--- config.mk ---
export PLATFORM = sky130hd
export DESIGN_NAME = id_pipe
export DESIGN_NICKNAME = d
export VERILOG_FILES = /design/src/rtl/id_pkg.sv /design/src/rtl/id_regfile.sv /design/src/rtl/id_pipe.sv
export SDC_FILE = /design/constraint.sdc
export NUM_CORES = 2
export LEC_CHECK = 0
export BUFFER_PORTS_ARGS = -buffer_cell sky130_fd_sc_hd__buf_4
export CORE_ASPECT_RATIO = 0.6
export CORE_MARGIN = 4
export CORE_UTILIZATION = 50
export CTS_CLUSTER_SIZE = 12
export DETAILED_ROUTE_END_ITERATION = 8
export GPL_TIMING_DRIVEN = 0
export HOLD_SLACK_MARGIN = 0.06
export PLACE_DENSITY = 0.67
export SLEW_MARGIN = 20
export SYNTH_ARGS = -nofsm -noshare
export SYNTH_HDL_FRONTEND = slang
export SYNTH_SLANG_ARGS = --single-unit
--- constraint.sdc ---
create_clock -name clk -period 4.7 [get_ports clk]
set_input_delay 0.47 -clock clk [delete_from_list [all_inputs] [get_ports clk]]
set_output_delay 0.47 -clock clk [all_outputs]
set_load 0.1 [all_outputs]
--- src/rtl/id_pkg.sv ---
// id_pkg -- shared decode definitions for the instruction-decode stage.
// Holds the RV32 opcode constants, the ALUOp encodings, the control
// bundle carried down the ID/EX register, and small decode helpers.
package id_pkg;

   localparam logic [6:0] OP_R   = 7'b0110011;
   localparam logic [6:0] OP_I   = 7'b0010011;
   localparam logic [6:0] OP_LW  = 7'b0000011;
   localparam logic [6:0] OP_SW  = 7'b0100011;
   localparam logic [6:0] OP_BEQ = 7'b1100011;

   typedef enum logic [1:0] {
      ALU_ADD = 2'b00,   // address generation (loads/stores)
      ALU_SUB = 2'b01,   // branch compare
      ALU_FN  = 2'b10    // operation selected by funct fields
   } alu_op_e;

   typedef struct packed {
      logic    reg_write;
      logic    alu_src;
      logic    mem_write;
      logic    mem_read;
      logic    result_src;
      logic    branch;
      alu_op_e alu_op;
      logic    illegal;
   } ctrl_t;

   function automatic ctrl_t decode_ctrl(input logic [6:0] opc);
      ctrl_t c;
      c = '0;
      case (opc)
         OP_R:   begin c.reg_write = 1'b1; c.alu_op = ALU_FN; end
         OP_I:   begin c.reg_write = 1'b1; c.alu_src = 1'b1; c.alu_op = ALU_FN; end
         OP_LW:  begin
            c.reg_write  = 1'b1;
            c.alu_src    = 1'b1;
            c.mem_read   = 1'b1;
            c.result_src = 1'b1;
            c.alu_op     = ALU_ADD;
         end
         OP_SW:  begin c.alu_src = 1'b1; c.mem_write = 1'b1; c.alu_op = ALU_ADD; end
         OP_BEQ: begin c.branch = 1'b1; c.alu_op = ALU_SUB; end
         default: c.illegal = 1'b1;
      endcase
      return c;
   endfunction

   function automatic logic uses_rs1(input logic [6:0] opc);
      return (opc == OP_R) || (opc == OP_I) || (opc == OP_LW) ||
             (opc == OP_SW) || (opc == OP_BEQ);
   endfunction

   function automatic logic uses_rs2(input logic [6:0] opc);
      return (opc == OP_R) || (opc == OP_SW) || (opc == OP_BEQ);
   endfunction

endpackage

--- src/rtl/id_regfile.sv ---
// id_regfile -- architectural register file, two read ports, one write port.
//   clk, rst      : clock, synchronous active-high reset (clears every register)
//   ra1/ra2       : read addresses; rd1/rd2 combinational read data
//   we/wa/wd      : write enable, address, data
// x0 and any address >= NREG read as zero. With BYPASS set, a read of the
// register being written this cycle returns the write data.
module id_regfile #(
   parameter int XLEN   = 32,
   parameter int NREG   = 32,
   parameter int BYPASS = 1
) (
   input  logic            clk,
   input  logic            rst,
   input  logic [4:0]      ra1,
   input  logic [4:0]      ra2,
   output logic [XLEN-1:0] rd1,
   output logic [XLEN-1:0] rd2,
   input  logic            we,
   input  logic [4:0]      wa,
   input  logic [XLEN-1:0] wd
);

   localparam int         AW     = $clog2(NREG);
   localparam logic [5:0] NREG_L = 6'(NREG);

   logic [XLEN-1:0] regs [NREG];
   logic            wr_ok;

   // Writes to x0 or beyond the implemented register count are dropped.
   assign wr_ok = we && (wa != 5'd0) && ({1'b0, wa} < NREG_L);

   always_ff @(posedge clk) begin
      if (rst) begin
         for (int i = 0; i < NREG; i++) regs[i] <= '0;
      end else if (wr_ok) begin
         regs[wa[AW-1:0]] <= wd;
      end
   end

   function automatic logic [XLEN-1:0] rd_port(input logic [4:0] a);
      if (a == 5'd0 || {1'b0, a} >= NREG_L) return '0;
      if (BYPASS != 0 && wr_ok && wa == a) return wd;
      return regs[a[AW-1:0]];
   endfunction

   always_comb rd1 = rd_port(ra1);
   always_comb rd2 = rd_port(ra2);

endmodule

--- src/rtl/id_pipe.sv ---
// id_pipe -- instruction decode stage with ID/EX pipeline register.
//   clk, rst                 : clock, synchronous active-high reset
//   if_valid/if_instr/if_pc  : fetched instruction offer; id_ready accepts it
//   wb_we/wb_rd/wb_data      : register write-back port
//   flush                    : drop the held and incoming instruction
//   ex_ready                 : downstream takes the ID/EX contents
//   ex_*                     : ID/EX register (valid, pc, operands, fields, controls)
//   stall_cnt                : saturating count of load-use bubble cycles
module id_pipe
   import id_pkg::*;
#(
   parameter int XLEN   = 32,
   parameter int NREG   = 32,
   parameter int BYPASS = 1
) (
   input  logic            clk,
   input  logic            rst,
   input  logic            if_valid,
   input  logic [31:0]     if_instr,
   input  logic [XLEN-1:0] if_pc,
   output logic            id_ready,
   input  logic            wb_we,
   input  logic [4:0]      wb_rd,
   input  logic [XLEN-1:0] wb_data,
   input  logic            flush,
   input  logic            ex_ready,
   output logic            ex_valid,
   output logic [XLEN-1:0] ex_pc,
   output logic [XLEN-1:0] ex_dataA,
   output logic [XLEN-1:0] ex_dataB,
   output logic [XLEN-1:0] ex_imm,
   output logic [4:0]      ex_rd,
   output logic [4:0]      ex_rs1,
   output logic [4:0]      ex_rs2,
   output logic            ex_RegWrite,
   output logic            ex_ALUSrc,
   output logic            ex_MemWrite,
   output logic            ex_MemRead,
   output logic            ex_ResultSrc,
   output logic            ex_Branch,
   output logic [1:0]      ex_ALUOp,
   output logic            ex_illegal,
   output logic [31:0]     stall_cnt
);

   localparam logic [5:0] NREG_L = 6'(NREG);

   logic [6:0]      opc;
   logic [4:0]      rs1, rs2, rd;
   logic            use1, use2;
   ctrl_t           dec_ctrl, ex_ctrl;
   logic [XLEN-1:0] dec_imm, rdata1, rdata2;
   logic            hazard, accept, stall_evt;
   logic            unused_funct3;

   assign opc  = if_instr[6:0];
   assign rd   = if_instr[11:7];
   assign rs1  = if_instr[19:15];
   assign rs2  = if_instr[24:20];
   assign use1 = uses_rs1(opc);
   assign use2 = uses_rs2(opc);

   // funct3 only matters to the ALU, which decodes it from elsewhere.
   assign unused_funct3 = ^if_instr[14:12];

   id_regfile #(.XLEN(XLEN), .NREG(NREG), .BYPASS(BYPASS)) u_rf (
      .clk (clk),
      .rst (rst),
      .ra1 (rs1),
      .ra2 (rs2),
      .rd1 (rdata1),
      .rd2 (rdata2),
      .we  (wb_we),
      .wa  (wb_rd),
      .wd  (wb_data)
   );

   always_comb begin
      dec_ctrl = decode_ctrl(opc);
      // A used source beyond the implemented registers makes the instruction illegal.
      if ((use1 && {1'b0, rs1} >= NREG_L) || (use2 && {1'b0, rs2} >= NREG_L))
         dec_ctrl.illegal = 1'b1;

      dec_imm = '0;
      case (opc)
         OP_I, OP_LW: dec_imm = {{(XLEN-12){if_instr[31]}}, if_instr[31:20]};
         OP_SW:       dec_imm = {{(XLEN-12){if_instr[31]}}, if_instr[31:25], if_instr[11:7]};
         OP_BEQ:      dec_imm = {{(XLEN-13){if_instr[31]}}, if_instr[31], if_instr[7],
                                 if_instr[30:25], if_instr[11:8], 1'b0};
         default:     dec_imm = '0;
      endcase
   end

   // Load-use: the load in EX cannot forward its data in time for this read.
   assign hazard = ex_valid && ex_MemRead && (ex_rd != 5'd0) &&
                   ((use1 && ex_rd == rs1) || (use2 && ex_rd == rs2));

   assign id_ready  = !rst && (flush || (!hazard && (!ex_valid || ex_ready)));
   assign accept    = if_valid && id_ready && !flush;
   assign stall_evt = !flush && if_valid && hazard && ex_ready;

   always_ff @(posedge clk) begin
      if (rst) begin
         ex_valid  <= 1'b0;
         ex_ctrl   <= '0;
         ex_pc     <= '0;
         ex_dataA  <= '0;
         ex_dataB  <= '0;
         ex_imm    <= '0;
         ex_rd     <= '0;
         ex_rs1    <= '0;
         ex_rs2    <= '0;
         stall_cnt <= '0;
      end else begin
         if (flush) begin
            ex_valid <= 1'b0;
         end else if (accept) begin
            ex_valid <= 1'b1;
            ex_ctrl  <= dec_ctrl;
            ex_pc    <= if_pc;
            ex_dataA <= rdata1;
            ex_dataB <= rdata2;
            ex_imm   <= dec_imm;
            ex_rd    <= rd;
            ex_rs1   <= rs1;
            ex_rs2   <= rs2;
         end else if (ex_ready) begin
            // Consumed with nothing behind it (or a load-use bubble).
            ex_valid <= 1'b0;
         end
         if (stall_evt && stall_cnt != '1) stall_cnt <= stall_cnt + 32'd1;
      end
   end

   assign ex_RegWrite  = ex_ctrl.reg_write;
   assign ex_ALUSrc    = ex_ctrl.alu_src;
   assign ex_MemWrite  = ex_ctrl.mem_write;
   assign ex_MemRead   = ex_ctrl.mem_read;
   assign ex_ResultSrc = ex_ctrl.result_src;
   assign ex_Branch    = ex_ctrl.branch;
   assign ex_ALUOp     = ex_ctrl.alu_op;
   assign ex_illegal   = ex_ctrl.illegal;

endmodule

==> metrics.md <==
| Metric | Value |
|---|---|
| Final hold vios | 0 |
| Worst-skew pair later-pin latency | 0.79 ns |
| Most numerous cell in the Yosys netlist | edfxtp_1 |
| Pre-CTS setup slack | -0.398 ns |
| First DRT Iteration DRCs | between 10k and 15k |
| First-pass GRT wire length | a little over 400 mm |
| Prevailing post-synth register cell | edfxtp_1 |
| Count of antenna-violating nets left after detailed routing | 0 |
| Tcrit/Tclk final | 100% |
| Layout cell share with drive strength beyond 1 | 24.7% |
| Max clock buf depth | 3 |
| Core footprint | about 120000 sq um |
| WP buf/inv | 6 |
| Sequential share of power | 47.1% |
| Post-route cell area | 72700 sq um |
| Gr ovfl total | 0 |
| CTS Buf Count | 117 |
| Pint | 0.0185 W |
| Crit end category | register |
| Max-slew violations | 0 |
| Met2 usage | 59.8% |
| Fin Hold WS | 0.0770 ns |
| Busiest grt layer | met1 |
| Final WL | approximately 320 mm |
| H-tree Lvls | 3 |
| Main area contributors after synthesis | edfxtp_1, mux4_2, and2_1 |
| Area fraction of the dominant cell type after synthesis | 49.7% |
| Final worst slack | -0.00115 ns |
| Min Clock Period, post-route | 4.70 ns |
| Setup Skew | 0.0342 ns |
| Power Density | 361 nW/um^2 |
| FMAX | 213 MHz |
| Cell variety after synth | 70 |
| Met3 usage | a little under a third |
| Starting Density | 50.6% |
| Sequential cell area fraction in the yosys report | 55.0% |
| Largest net degree at the start of global routing | 22 |
| Die ar. | between 100000 and 150000 sq um |
| Die height | 281 um |
| CTS Sinks | 1189 |
| Antenna violations before repair | 33 |
| Sw frac | 29.4% |
| Worst Path Arrival | 5.37 ns |
| Slowest-stage cell, CP | nand2_1 |
| Synthesized cell area | ~62000 sq um |
| I/O pins | 293 |
| Synthesis-stage register bit count | 1189 |
| Tightest Pin Transition | 1.46 ns |
| DR DRC count | 0 |
| Clock Pin Slew Worst Setup and Hold Paths | 0.07 ns |
| Clk pwr share | 36.3% |
| Vias in the first global route | 45.6k |
| Max_slew headroom | roughly 2.4% |
| # Post-CTS Setup Buffers | 0 |
| # rows | 99 |
| Syn Inst Count | 4493 |
| Sw Pwr | a little under 0.008 W |
| Cell family with most CP delay | buffers and inverters |
| Yosys warnings | 0 |
| P_leak | 25.9 nW |
| Ys async rst share | 0% |
| Synth-to-Final Area Change | 17.5% |
| Final Net Count | 5157 |
| Overall Power | 0.0262 W |
| Synth area leader | edfxtp_1 |
| Comb pwr share | 16.6% |
| Unrepaired setup endpoints after global routing | false |
| CP Max Fanout | 10 |
| Most frequent CP cell | buf_4 |
| Outcome | finished, violations left |
| Post-synth EDFFs | 1024 |
| Mean Syn Cell Area | 13.8 sq um |
| Hold Path Class | in2reg |
| Final setup viols | 1 |
| Worst endpoint required time | 5.37 ns |
| Worst R2R Setup Slack | between 0.5 and 0.6 ns |
| Met1 Usage GRT | 63.6% |
| Routed vias/inst | 7.42 |
| Wire per inst | 47.0 um |
| Crit start category | primary input |
| Dpl hpwl | about 230 mm |
| Vias | between 50k and 60k |
| Port Buffers | between 200 and 300 |
| Root Buffer | clkbuf_16 |
| CTS tree | done |
| Crit-path max cell delay | just over 1 ns |
| WS Path Type | in2reg |
| Die Width | about 460 um |
| Failing checks | setup timing |
| Post-DP Area | 68400 sq um |
| Critical-path cell list | buf_4 > buf_4 > buf_4 > nor2_2 > buf_6 > nand3b_1 > and2_1 > clkbuf_1 > nand2_1 > buf_2 > o32ai_1 |
| GRT Resource Usage Total | 48.4% |
| Peak supply drop | 319 uV |
| Top cells by count, synth | edfxtp_1, and2_1, mux4_2 |
| Max-Cap Viols | 0 |
| Routability Congestion | 1.07 |
| Pre-antenna DRT Iters | 7 |
[worst paths after layout]
| kind | from | endpoint | cells past startpoint |
|---|---|---|---|
| min | wb_data[15] | u_rf.regs[2][15]$_SDFFCE_PN0P_ | 2 |
| min reg2reg | ex_dataB[28]$_SDFFE_PP0P_ | ex_dataB[28]$_SDFFE_PP0P_ | 2 |
| max | if_instr[20] | ex_dataB[25]$_SDFFE_PP0P_ | 11 |
| max reg2reg | ex_valid$_SDFFE_PP0P_ | ex_dataB[25]$_SDFFE_PP0P_ | 7 |
[cell type report]
type / count / area (sq um)
sequential: 1189 / 34100
inverter: 37 / 139
clock inverter: 17 / 206
fill: 9620 / 49500
antenna: 25 / 62.6
timing repair buffer: 406 / 4500
clock buffer: 197 / 3450
buffer: 494 / 2330
multi-input combinational: 2804 / 26000
tap: 1616 / 2020
[flip-flops by register name, summed over array words and instances, names as in the netlist]
| name | flops |
|---|---|
| ex_dataB | 32 |
| stall_cnt | 32 |
| ex_dataA | 32 |
| ex_ALUOp | 2 |
| u_rf.regs | 1024 |
| ex_MemWrite | 1 |
| ex_RegWrite | 1 |
| ex_rs1 | 5 |
| ex_ALUSrc | 1 |
| ex_imm | 13 |
| ex_illegal | 1 |
| ex_rd | 5 |
| ex_valid | 1 |
| ex_pc | 32 |
| ex_MemRead | 1 |
| ex_Branch | 1 |
| ex_rs2 | 5 |
[placed cells by master (no fill, tap or decap), types with 61 or more instances in the layout]
master,Yosys,layout
o21ai_0,109,78
nor2_1,115,112
buf_16,0,61
dfxtp_1,165,165
clkbuf_1,310,328
nand2_1,82,82
mux4_2,452,452
o22ai_1,70,70
buf_2,96,106
mux2i_1,188,188
a22oi_1,78,78
a21oi_1,78,78
buf_4,59,336
edfxtp_1,1024,1024
clkbuf_16,0,121
and2_1,1011,1011
[per-layer routing]
| layer | routed length, um | part of all wire, % | up-vias |
|---|---|---|---|
| met5 | 628 | 0.20 | - |
| met4 | 22300 | 7.0 | 38 |
| met3 | 65800 | 21 | 1106 |
| met2 | 118000 | 37 | 5694 |
| met1 | 113000 | 35 | 25200 |
| li1 | - | - | 18300 |
[per-stage QoR]
| stage | TNS [ns] | utilization (%) | std cells |
|---|---|---|---|
| finish | -0.00115 | 59.5 | 6785 |
| global route | 0 | 59.4 | 6761 |
| CTS | 0 | 59.4 | 6760 |
| detailed placement | -1.54 | 55.9 | 6487 |
| global placement | -3768.97 | 54.1 | 6416 |
| floorplan | 0 | - | 4524 |
[what timing repair did]
| action | CTS | global route |
|---|---|---|
| hold endpoints to repair | 66 | 0 |
| gates resized for setup | 0 | 0 |
| hold buffers | 59 | 0 |
[power groups by stage]
stage,registers (W),clock network [W],logic (W)
global route,0.0124,0.00981,0.00425
floorplan,0.0129,0,0.00175
global placement,0.0126,0,0.00377
detailed placement,0.0125,0,0.00402
finish,0.0124,0.00952,0.00434
CTS,0.0123,0.00938,0.00407
[kinds of logic after synthesis]
group | synth area share [%]
compound gates | 6.77
xor+xnor | 0.283
fa+ha+maj | 0.0202
buf+inv | 3.87
flops | 55.0
mux | 19.8
other cells | 0.00606
simple gates | 14.3
Note: power is estimated with default switching activity, not from simulation.
